==> config.mk <==
export PLATFORM = sky130hd
export DESIGN_NAME = fma_write_buffer
export DESIGN_NICKNAME = d
export VERILOG_FILES = /design/src/rtl/gpu_pkg.sv /design/src/rtl/fma_line_assembler.sv /design/src/rtl/fma_write_buffer.sv
export SDC_FILE = /design/constraint.sdc
export NUM_CORES = 1
export LEC_CHECK = 0
export BUFFER_PORTS_ARGS = -buffer_cell sky130_fd_sc_hd__buf_2
export CELL_PAD_IN_SITES_DETAIL_PLACEMENT = 1
export CELL_PAD_IN_SITES_GLOBAL_PLACEMENT = 1
export CORE_ASPECT_RATIO = 0.5
export CORE_MARGIN = 2
export CORE_UTILIZATION = 49
export DETAILED_ROUTE_END_ITERATION = 6
export PLACE_DENSITY = 0.95
export SKIP_CTS_REPAIR_TIMING = 1
export SLEW_MARGIN = 5
export SYNTH_ARGS = -nofsm -noshare
export SYNTH_HDL_FRONTEND = slang
export SYNTH_HIERARCHICAL = 1
export SYNTH_SLANG_ARGS = --single-unit
==> constraint.sdc <==
create_clock -name clk_in -period 6.7 [get_ports clk_in]
set_input_delay 0.67 -clock clk_in [delete_from_list [all_inputs] [get_ports clk_in]]
set_output_delay 0.67 -clock clk_in [all_outputs]
set_load 0.02 [all_outputs]
==> src/rtl/gpu_pkg.sv <==
// Shared GPU constants and write-buffer state encoding.
// The memory side uses this package too.
package gpu_pkg;

  localparam int GPU_FMA_COUNT  = 2;
  localparam int GPU_WORD_WIDTH = 16;
  localparam int GPU_LINE_WIDTH = GPU_FMA_COUNT * 3 * GPU_WORD_WIDTH;

  typedef enum logic [1:0] {
    WB_EMPTY = 2'd0,
    WB_HOLD  = 2'd1,
    WB_STALL = 2'd2
  } wb_state_e;

endpackage

==> src/rtl/fma_line_assembler.sv <==
// Gathers per-lane FMA results into one line, tracking a fill mask and dropped strobes.
// line_out and complete_out already include this cycle's accepted strobes.
module fma_line_assembler import gpu_pkg::*; #(
  parameter int FMA_COUNT  = GPU_FMA_COUNT,
  parameter int WORD_WIDTH = GPU_WORD_WIDTH,
  parameter int LINE_WIDTH = FMA_COUNT * 3 * WORD_WIDTH
) (
  input  logic                            clk_in,
  input  logic                            rst_in,
  input  logic [FMA_COUNT*WORD_WIDTH-1:0] lane_data_in,
  input  logic [FMA_COUNT-1:0]            lane_valid_in,
  input  logic                            accept_in,
  input  logic                            flush_in,
  input  logic                            transfer_in,
  output logic [LINE_WIDTH-1:0]           line_out,
  output logic                            complete_out,
  output logic                            overflow_error_out
);

  logic [FMA_COUNT*WORD_WIDTH-1:0] words_q, words_m, words_d;
  logic [FMA_COUNT-1:0]            mask_q, mask_m, mask_d;
  logic                            ovf_q, ovf_d;
  logic                            drop;

  always_comb begin
    words_m = words_q;
    mask_m  = mask_q;
    drop    = 1'b0;
    for (int unsigned i = 0; i < FMA_COUNT; i++) begin
      if (lane_valid_in[i]) begin
        if (accept_in && !mask_q[i]) begin
          words_m[i*WORD_WIDTH +: WORD_WIDTH] = lane_data_in[i*WORD_WIDTH +: WORD_WIDTH];
          mask_m[i] = 1'b1;
        end else begin
          drop = 1'b1;
        end
      end
    end

    complete_out = (&mask_m) || (flush_in && (|mask_m));

    // Lane i result sits in word 3i+2; words 3i and 3i+1 stay zero.
    line_out = '0;
    for (int unsigned i = 0; i < FMA_COUNT; i++) begin
      line_out[LINE_WIDTH - (3*i + 3)*WORD_WIDTH +: WORD_WIDTH] =
        words_m[i*WORD_WIDTH +: WORD_WIDTH];
    end

    words_d = transfer_in ? '0 : words_m;
    mask_d  = transfer_in ? '0 : mask_m;
    ovf_d   = ovf_q | drop;
  end

  always_ff @(posedge clk_in or posedge rst_in) begin
    if (rst_in) begin
      words_q <= '0;
      mask_q  <= '0;
      ovf_q   <= 1'b0;
    end else begin
      words_q <= words_d;
      mask_q  <= mask_d;
      ovf_q   <= ovf_d;
    end
  end

  assign overflow_error_out = ovf_q;

endmodule

==> src/rtl/fma_write_buffer.sv <==
// Two-line write buffer between FMA result lanes and memory: one assembly line
// plus one output line, with back-pressure and sticky overflow reporting.
module fma_write_buffer import gpu_pkg::*; #(
  parameter int FMA_COUNT  = GPU_FMA_COUNT,
  parameter int WORD_WIDTH = GPU_WORD_WIDTH,
  parameter int LINE_WIDTH = FMA_COUNT * 3 * WORD_WIDTH
) (
  input  logic                            clk_in,
  input  logic                            rst_in,
  input  logic [FMA_COUNT*WORD_WIDTH-1:0] fma_c_in,
  input  logic [FMA_COUNT-1:0]            fma_c_valid_in,
  input  logic                            flush_in,
  output logic [LINE_WIDTH-1:0]           buffer_read_out,
  output logic                            buffer_valid_out,
  input  logic                            buffer_ack_in,
  output logic                            ready_out,
  output logic                            overflow_error_out
);

  wb_state_e             state_q, state_d;
  logic [LINE_WIDTH-1:0] out_q, out_d;
  logic                  valid_q, valid_d;
  logic                  ready_q, ready_d;

  logic [LINE_WIDTH-1:0] asm_line;
  logic                  asm_complete;
  logic                  transfer;

  // A finished line moves out when the output slot is free or being freed now.
  assign transfer = asm_complete && ((state_q == WB_EMPTY) || buffer_ack_in);

  fma_line_assembler #(
    .FMA_COUNT  (FMA_COUNT),
    .WORD_WIDTH (WORD_WIDTH),
    .LINE_WIDTH (LINE_WIDTH)
  ) u_assembler (
    .clk_in             (clk_in),
    .rst_in             (rst_in),
    .lane_data_in       (fma_c_in),
    .lane_valid_in      (fma_c_valid_in),
    .accept_in          (ready_q),
    .flush_in           (flush_in),
    .transfer_in        (transfer),
    .line_out           (asm_line),
    .complete_out       (asm_complete),
    .overflow_error_out (overflow_error_out)
  );

  always_comb begin
    state_d = state_q;
    out_d   = out_q;
    unique case (state_q)
      WB_EMPTY: begin
        if (transfer) begin
          state_d = WB_HOLD;
          out_d   = asm_line;
        end
      end
      WB_HOLD: begin
        if (transfer) begin
          out_d = asm_line;
        end else if (buffer_ack_in) begin
          state_d = WB_EMPTY;
          out_d   = '0;
        end else if (asm_complete) begin
          state_d = WB_STALL;
        end
      end
      WB_STALL: begin
        if (buffer_ack_in) begin
          state_d = WB_HOLD;
          out_d   = asm_line;
        end
      end
      default: begin
        state_d = WB_EMPTY;
        out_d   = '0;
      end
    endcase
    valid_d = (state_d != WB_EMPTY);
    ready_d = (state_d != WB_STALL);
  end

  always_ff @(posedge clk_in or posedge rst_in) begin
    if (rst_in) begin
      state_q <= WB_EMPTY;
      out_q   <= '0;
      valid_q <= 1'b0;
      ready_q <= 1'b1;
    end else begin
      state_q <= state_d;
      out_q   <= out_d;
      valid_q <= valid_d;
      ready_q <= ready_d;
    end
  end

  assign buffer_read_out  = out_q;
  assign buffer_valid_out = valid_q;
  assign ready_out        = ready_q;

endmodule

==> reports/results.ini, run 1 <==
[setup_path]
reg2reg_depth = 4
cp-start-kind = register
r2r-end = buffer_read_out[70]
rrSetupSlack_ns = 3.15
cp.required_ns = 7.00
cp_slowest_cell = dfrtp_4
worstPathMaxFanout = 101
arrival_ns = 3.85
r2r-start = state_q[0]
crit_path_end_kind = register
slowest_delay_ns = 1.18
cp_cell_sequence = nor2b_4 -> buf_4 -> a22oi_1 -> o22ai_1
setup.worst_path.class = reg -> reg

[power_and_ir_drop]
p_leak_nw = 4.218
p_per_area_nw_per_um2 = 569.3
peakVddDrop_v = 0.0002346

[sta]
rsz0062_at_grt = false
skew_ns = 0.01452
setup_slack_ns = 3.153
period_share = 0.5294
tightest_slew_ns = 1.227
slew_headroom = 0.1817
setup_tns_ns = 0
finalSetupViolations = 0
whs_ns = 0.3356
fmax_mhz = 282.0
finalCriticalPeriod_ns = 3.547
hold_viol = 0
drv_slew = 0

[clock_tree]
clock_path_buffers = 2
clk_latency_ns = 0.42
tritoncts = done
clock-root-buffer = clkbuf_16
h-tree-depth = 4
clk_pin_slew_ns = 0.06
clkSinkCount = 135
cts_buffers = 17

[placed_design]
place_congestion = 0.7722
dpl.hpwl_mm = 13.63
numPortBuffers = 136
dpl.cell_count = 995
post-place-ws_ns = 3.432

[global_routing]
grt_pass1_wl_mm = 37.20
track_usage = 0.2797
grt_pass1_vias = 6554
antenna_found_initial = 1
grt_overflow = 0
grt_max_degree = 103

[synthesis]
synth-seq-area-share = 0.4261
synth.avg_cell_area_um2 = 11.03
synth_warnings = 6
ys_top_cells_by_area = dfrtp_1 (42%), mux2i_1 (16%), a22oi_1 (9.2%)
syn_area_um2 = 7931
synth_edf_count = 0
synthArstFlopShare = 1.000
synthMostInstantiatedCell = dfrtp_1
synth_cells = 719
synth_top_area_cell = dfrtp_1
synthFlopType = dfrtp_1
synth_seq_cells = 135
yosysTopAreaCellShare = 0.4228
ys_types = 29
synth.top_cells.by_count = dfrtp_1 (134), mux2i_1 (129), a22oi_1 (97), o22ai_1 (97), buf_4 (71)

[drt]
wl_mm = 23.96
drc = 0
vias = 6331
drt_pass1_iterations = 5
initialDrtViolationCount = 478
ant_nets = 0
via_per_inst = 6.159
wl_per_cell_um = 23.30

[run]
cap_violations = 0

[cells_and_area]
drive_above_1_share = 0.2637
area_delta_synth_final_pct = 12.43
stdcell_count = 1028
multiInputGateArea_um2 = 3902
seqCellArea_um2 = 3387
fillCellCount = 1698
nets = 848

[floorplan]
placementRows = 32
start_util = 0.5079
core_area_um2 = 15620
die_x_um = 183.9
io_pins = 137
die_h_um = 93.96
die_area_um2 = 17280

[min_path]
min_path_type = in -> async

[run_status]
outcome = completed

## cells by family (layout without fill, tap and decap cells)
family                 count (synthesis)  count (layout)  synth area share
AO/OA/AOI/OAI                        203             203            0.1753
multiplexers                         161             161            0.2177
buffers and inverters                139             180            0.1155
flip-flops                           135             135            0.4261
AND/OR/NAND/NOR                       80              80           0.06500
other                                  1              65         0.0004728
## cell usage in the layout (no fill, tap or decap)
cell type	synthesis	final
buf_2	13	136
and2_4	0	1
mux2_4	20	20
mux2_2	12	12
conb_1	1	64
a21oi_1	3	3
bufinv_16	0	3
dfstp_2	1	1
dfrtp_4	0	2
clkinv_2	0	1
nand3b_1	1	1
a221oi_1	1	1
clkinv_4	0	1
mux2i_1	129	128
inv_6	0	6
buf_4	71	7
clkinvlp_4	0	3
dfrtp_1	134	132
inv_1	5	4
a31oi_1	1	1
nor2_1	7	6
diode_2	0	1
mux2i_4	0	1
o22ai_1	97	97
a211oi_1	1	1
nand3_1	1	1
a21o_1	1	1
nand2b_1	65	65
a22oi_1	97	97
and3b_1	2	2
inv_4	0	1
nand3b_4	2	2
o21ai_0	2	2
clkbuf_16	0	17
nor2_4	0	1
nor2b_4	0	1
inv_8	0	1
## area by class of cell
cell class                 instances  share of cell area
antenna                            1           0.0002806
clock buffer                      17             0.04771
clock inverter                    15             0.02133
inverter                           5            0.002385
multi-input combinational        508              0.4376
sequential                       135              0.3798
tap                              204             0.02862
timing repair buffer             143             0.08222
## per-layer routing
layer  vias up  routed length, µm  track usage
met1      3261              10170       0.3542
met5         -                  0            0
li1       2742                  -            -
met3        68               1089      0.05310
met4         0                889       0.1280
met2       260              11810       0.4695
## critical path, delay by kind of cell, from the launching register on
kind                   cells  cell delay, ns
AOI/OAI and AO/OA          2            0.56
buffers and inverters      1            0.74
DFF                        1            1.18
and+or+nand+nor            1            0.78
## registers in the layout, summed over array words and instances (netlist names)
| signal | count |
|---|---|
| buffer_valid_out | 1 |
| buffer_read_out | 96 |
| u_assembler/overflow_error_out | 1 |
| u_assembler/mask_q | 2 |
| u_assembler/words_q | 32 |
| ready_out | 1 |
| state_q | 2 |
## per-stage QoR
stage | util | total power, W | instance area [µm²]
finish | 0.5711 | 0.005077 | 8917
global route | 0.5711 | 0.005322 | 8917
CTS | 0.5709 | 0.005067 | 8915
detailed placement | 0.5315 | 0.003978 | 8299
global placement | 0.5315 | 0.003795 | 8299
floorplan | - | 0.003380 | 8168
## worst max path at each step
stage,start,to,slack [ns],depth (start not counted)
global route,state_q[0],buffer_read_out[70],3.09,4
floorplan,rst_in,buffer_read_out[0],3.41,1
detailed placement,state_q[0],buffer_read_out[36],3.43,4
global placement,state_q[1],buffer_read_out[14],3.48,5
CTS,state_q[0],buffer_read_out[70],3.31,4
finish,state_q[0],buffer_read_out[70],3.15,4
## where the power goes
group	internal, W	switching, W
clock	0.000596	0.000406
combinational	0.00102	0.00138
sequential	0.00118	0.000494
total	0.00280	0.00228
No activity file was read; power rests on OpenSTA's default activity.
==> run 2: changes to the inputs <==
--- a/config.mk
+++ b/config.mk
@@ -10,9 +10,9 @@
 export CELL_PAD_IN_SITES_GLOBAL_PLACEMENT = 1
 export CORE_ASPECT_RATIO = 0.5
 export CORE_MARGIN = 2
-export CORE_UTILIZATION = 49
+export CORE_UTILIZATION = 41
 export DETAILED_ROUTE_END_ITERATION = 6
-export PLACE_DENSITY = 0.95
+export PLACE_DENSITY = 0.86
 export SKIP_CTS_REPAIR_TIMING = 1
 export SLEW_MARGIN = 5
 export SYNTH_ARGS = -nofsm -noshare
==> constraint.sdc (replaced) <==
create_clock -name clk_in -period 3.2 [get_ports clk_in]
set_input_delay 0.32 -clock clk_in [delete_from_list [all_inputs] [get_ports clk_in]]
set_output_delay 0.32 -clock clk_in [all_outputs]
set_load 0.02 [all_outputs]
==> run 2 against run 1 <==
Compared with the run above:
- combinational power rose by 120%
- largest power group unchanged
- first-iteration DRC count fell by 49%
- highest routed layer is now met5
- critical path depth rose by 3
- non-clock buffer count rose by 5
- sequential cell count did not move
- critical endpoint is now u_assembler/words_q[11]
- the run now ends with negative hold slack left
==> reports/results.ini, run 2 (same netlist as run 1, synthesis figures left out) <==
[run_status]
outcome = finished, violations left
violations = negative hold slack

[power_and_ir_drop]
p_switching_w = 0.004528
clockPowerShare = 0.184
p_leak_nw = 4.218
p_per_area_nw_per_um2 = 1138
combPwrFrac = 0.515
intPower_w = 0.005699
p_sw_frac = 0.4428
seqPwrFrac = 0.301
peakVddDrop_v = 0.0007792

[clock_tree]
clk_pin_slew_ns = 0.07
tritoncts = done
clkSinkCount = 135
clk_latency_ns = 0.42
clock-root-buffer = clkbuf_16
clock_path_buffers = 2
cts_buffers = 17
h-tree-depth = 4

[floorplan]
core_area_um2 = 18660
die_h_um = 102.4
placementRows = 35
die_area_um2 = 20540
die_x_um = 200.7
start_util = 0.4252
io_pins = 137

[drt]
ant_nets = 0
vias = 5997
wl_per_cell_um = 19.55
via_per_inst = 5.512
drc = 0
drt_pass1_iterations = 4
initialDrtViolationCount = 245
wl_mm = 21.27

[setup_path]
worstPathMaxFanout = 34
cp_top_family = flip-flops
crit_path_end_kind = register
cp_cell_sequence = a22oi_1 -> a31oi_1 -> inv_1 -> nor2_4 -> buf_12 -> nand2b_1 -> mux2i_1
arrival_ns = 2.92
cp_slowest_cell = dfstp_2
slowest_delay_ns = 0.67
cp.required_ns = 3.46
cp-start-kind = register
setup.worst_path.class = reg -> reg
critical_path_buf_inv_count = 2

[global_routing]
grt_overflow = 0
busiest_layer = met2
track_usage = 0.2109
grt_pass1_vias = 6584
met3_usage = 0.03890
grt_pass1_wl_mm = 34.33
grt_max_degree = 101
antenna_found_initial = 2
gr-usage-met2 = 0.3961
met1_usage = 0.2505

[sta]
tightest_slew_ns = 1.157
rsz0062_at_grt = false
fmax_mhz = 376.0
drv_slew = 0
skew_ns = 0.007364
slew_headroom = 0.2279
hold_viol = 12
finalCriticalPeriod_ns = 2.660
finalSetupViolations = 0
period_share = 0.8312
setup_tns_ns = 0
whs_ns = -0.009306

[cells_and_area]
fillCellCount = 2097
largest_register_ffs = 96
stdcell_count = 1088
drive_above_1_share = 0.2669
nets = 853
area_delta_synth_final_pct = 13.31
final_cell_mix = buf_2 (136), dfrtp_1 (132), mux2i_1 (128), a22oi_1 (97), o22ai_1 (97)
final_common_cell = buf_2

[placed_design]
dpl.hpwl_mm = 13.46
numPortBuffers = 136
place_congestion = 0.7280
dpl.cell_count = 1055

[run]
cap_violations = 0

[min_path]
min_path_type = in -> async

run 2: routing by layer:
| metal | up-vias | routed length (µm) |
|---|---|---|
| met5 | - | 13 |
| met4 | 2 | 201 |
| met3 | 18 | 589 |
| met2 | 90 | 11040 |
| met1 | 3126 | 9429 |
| li1 | 2761 | - |
run 2: path summary, 6_finish.rpt:
kind                                                     start                             end  slack [ns]  depth (start not counted)
max in group asynchronous                               rst_in         u_assembler/words_q[29]        2.21                          3
worst max-delay path                                 ready_out         u_assembler/words_q[11]        0.54                          7
worst max register to register                       ready_out         u_assembler/words_q[11]        0.54                          7
min in group clk_in                                fma_c_in[9]          u_assembler/words_q[9]        0.17                          3
worst min-delay path                                    rst_in             buffer_read_out[60]      -0.009                          2
worst min register to register  u_assembler/overflow_error_out  u_assembler/overflow_error_out        0.50                          2
run 2: final cells by class:
class	instances	area, µm²	area share
clock inverter	13	111.4	0.01239
clock buffer	19	442.9	0.04928
sequential	135	3387	0.3769
tap	259	324.1	0.03606
timing repair buffer	148	795.8	0.08854
antenna	1	2.502	0.0002784
multi-input combinational	508	3902	0.4342
inverter	5	21.27	0.002367
run 2: stage by stage:
step	cell area, µm²	worst slack, ns	util	total power [W]
5_1_grt	8987	0.3102	0.4818	0.01084
2_1_floorplan	8168	0.2629	-	0.007078
4_1_cts	8985	0.5373	0.4816	0.01031
3_3_place_gp	8431	0.7916	0.4519	0.008043
6_report	8987	0.5403	0.4818	0.01023
3_5_place_dp	8431	0.5770	0.4519	0.008372
run 2: power groups by stage:
stage / Combinational, W / Sequential, W / Clock [W]
after floorplan: 0.00349 / 0.00359 / 0
after global placement: 0.00503 / 0.00302 / 0
after detailed placement: 0.00527 / 0.00310 / 0
after CTS: 0.00530 / 0.00308 / 0.00193
after global routing: 0.00567 / 0.00319 / 0.00198
final: 0.00527 / 0.00308 / 0.00188
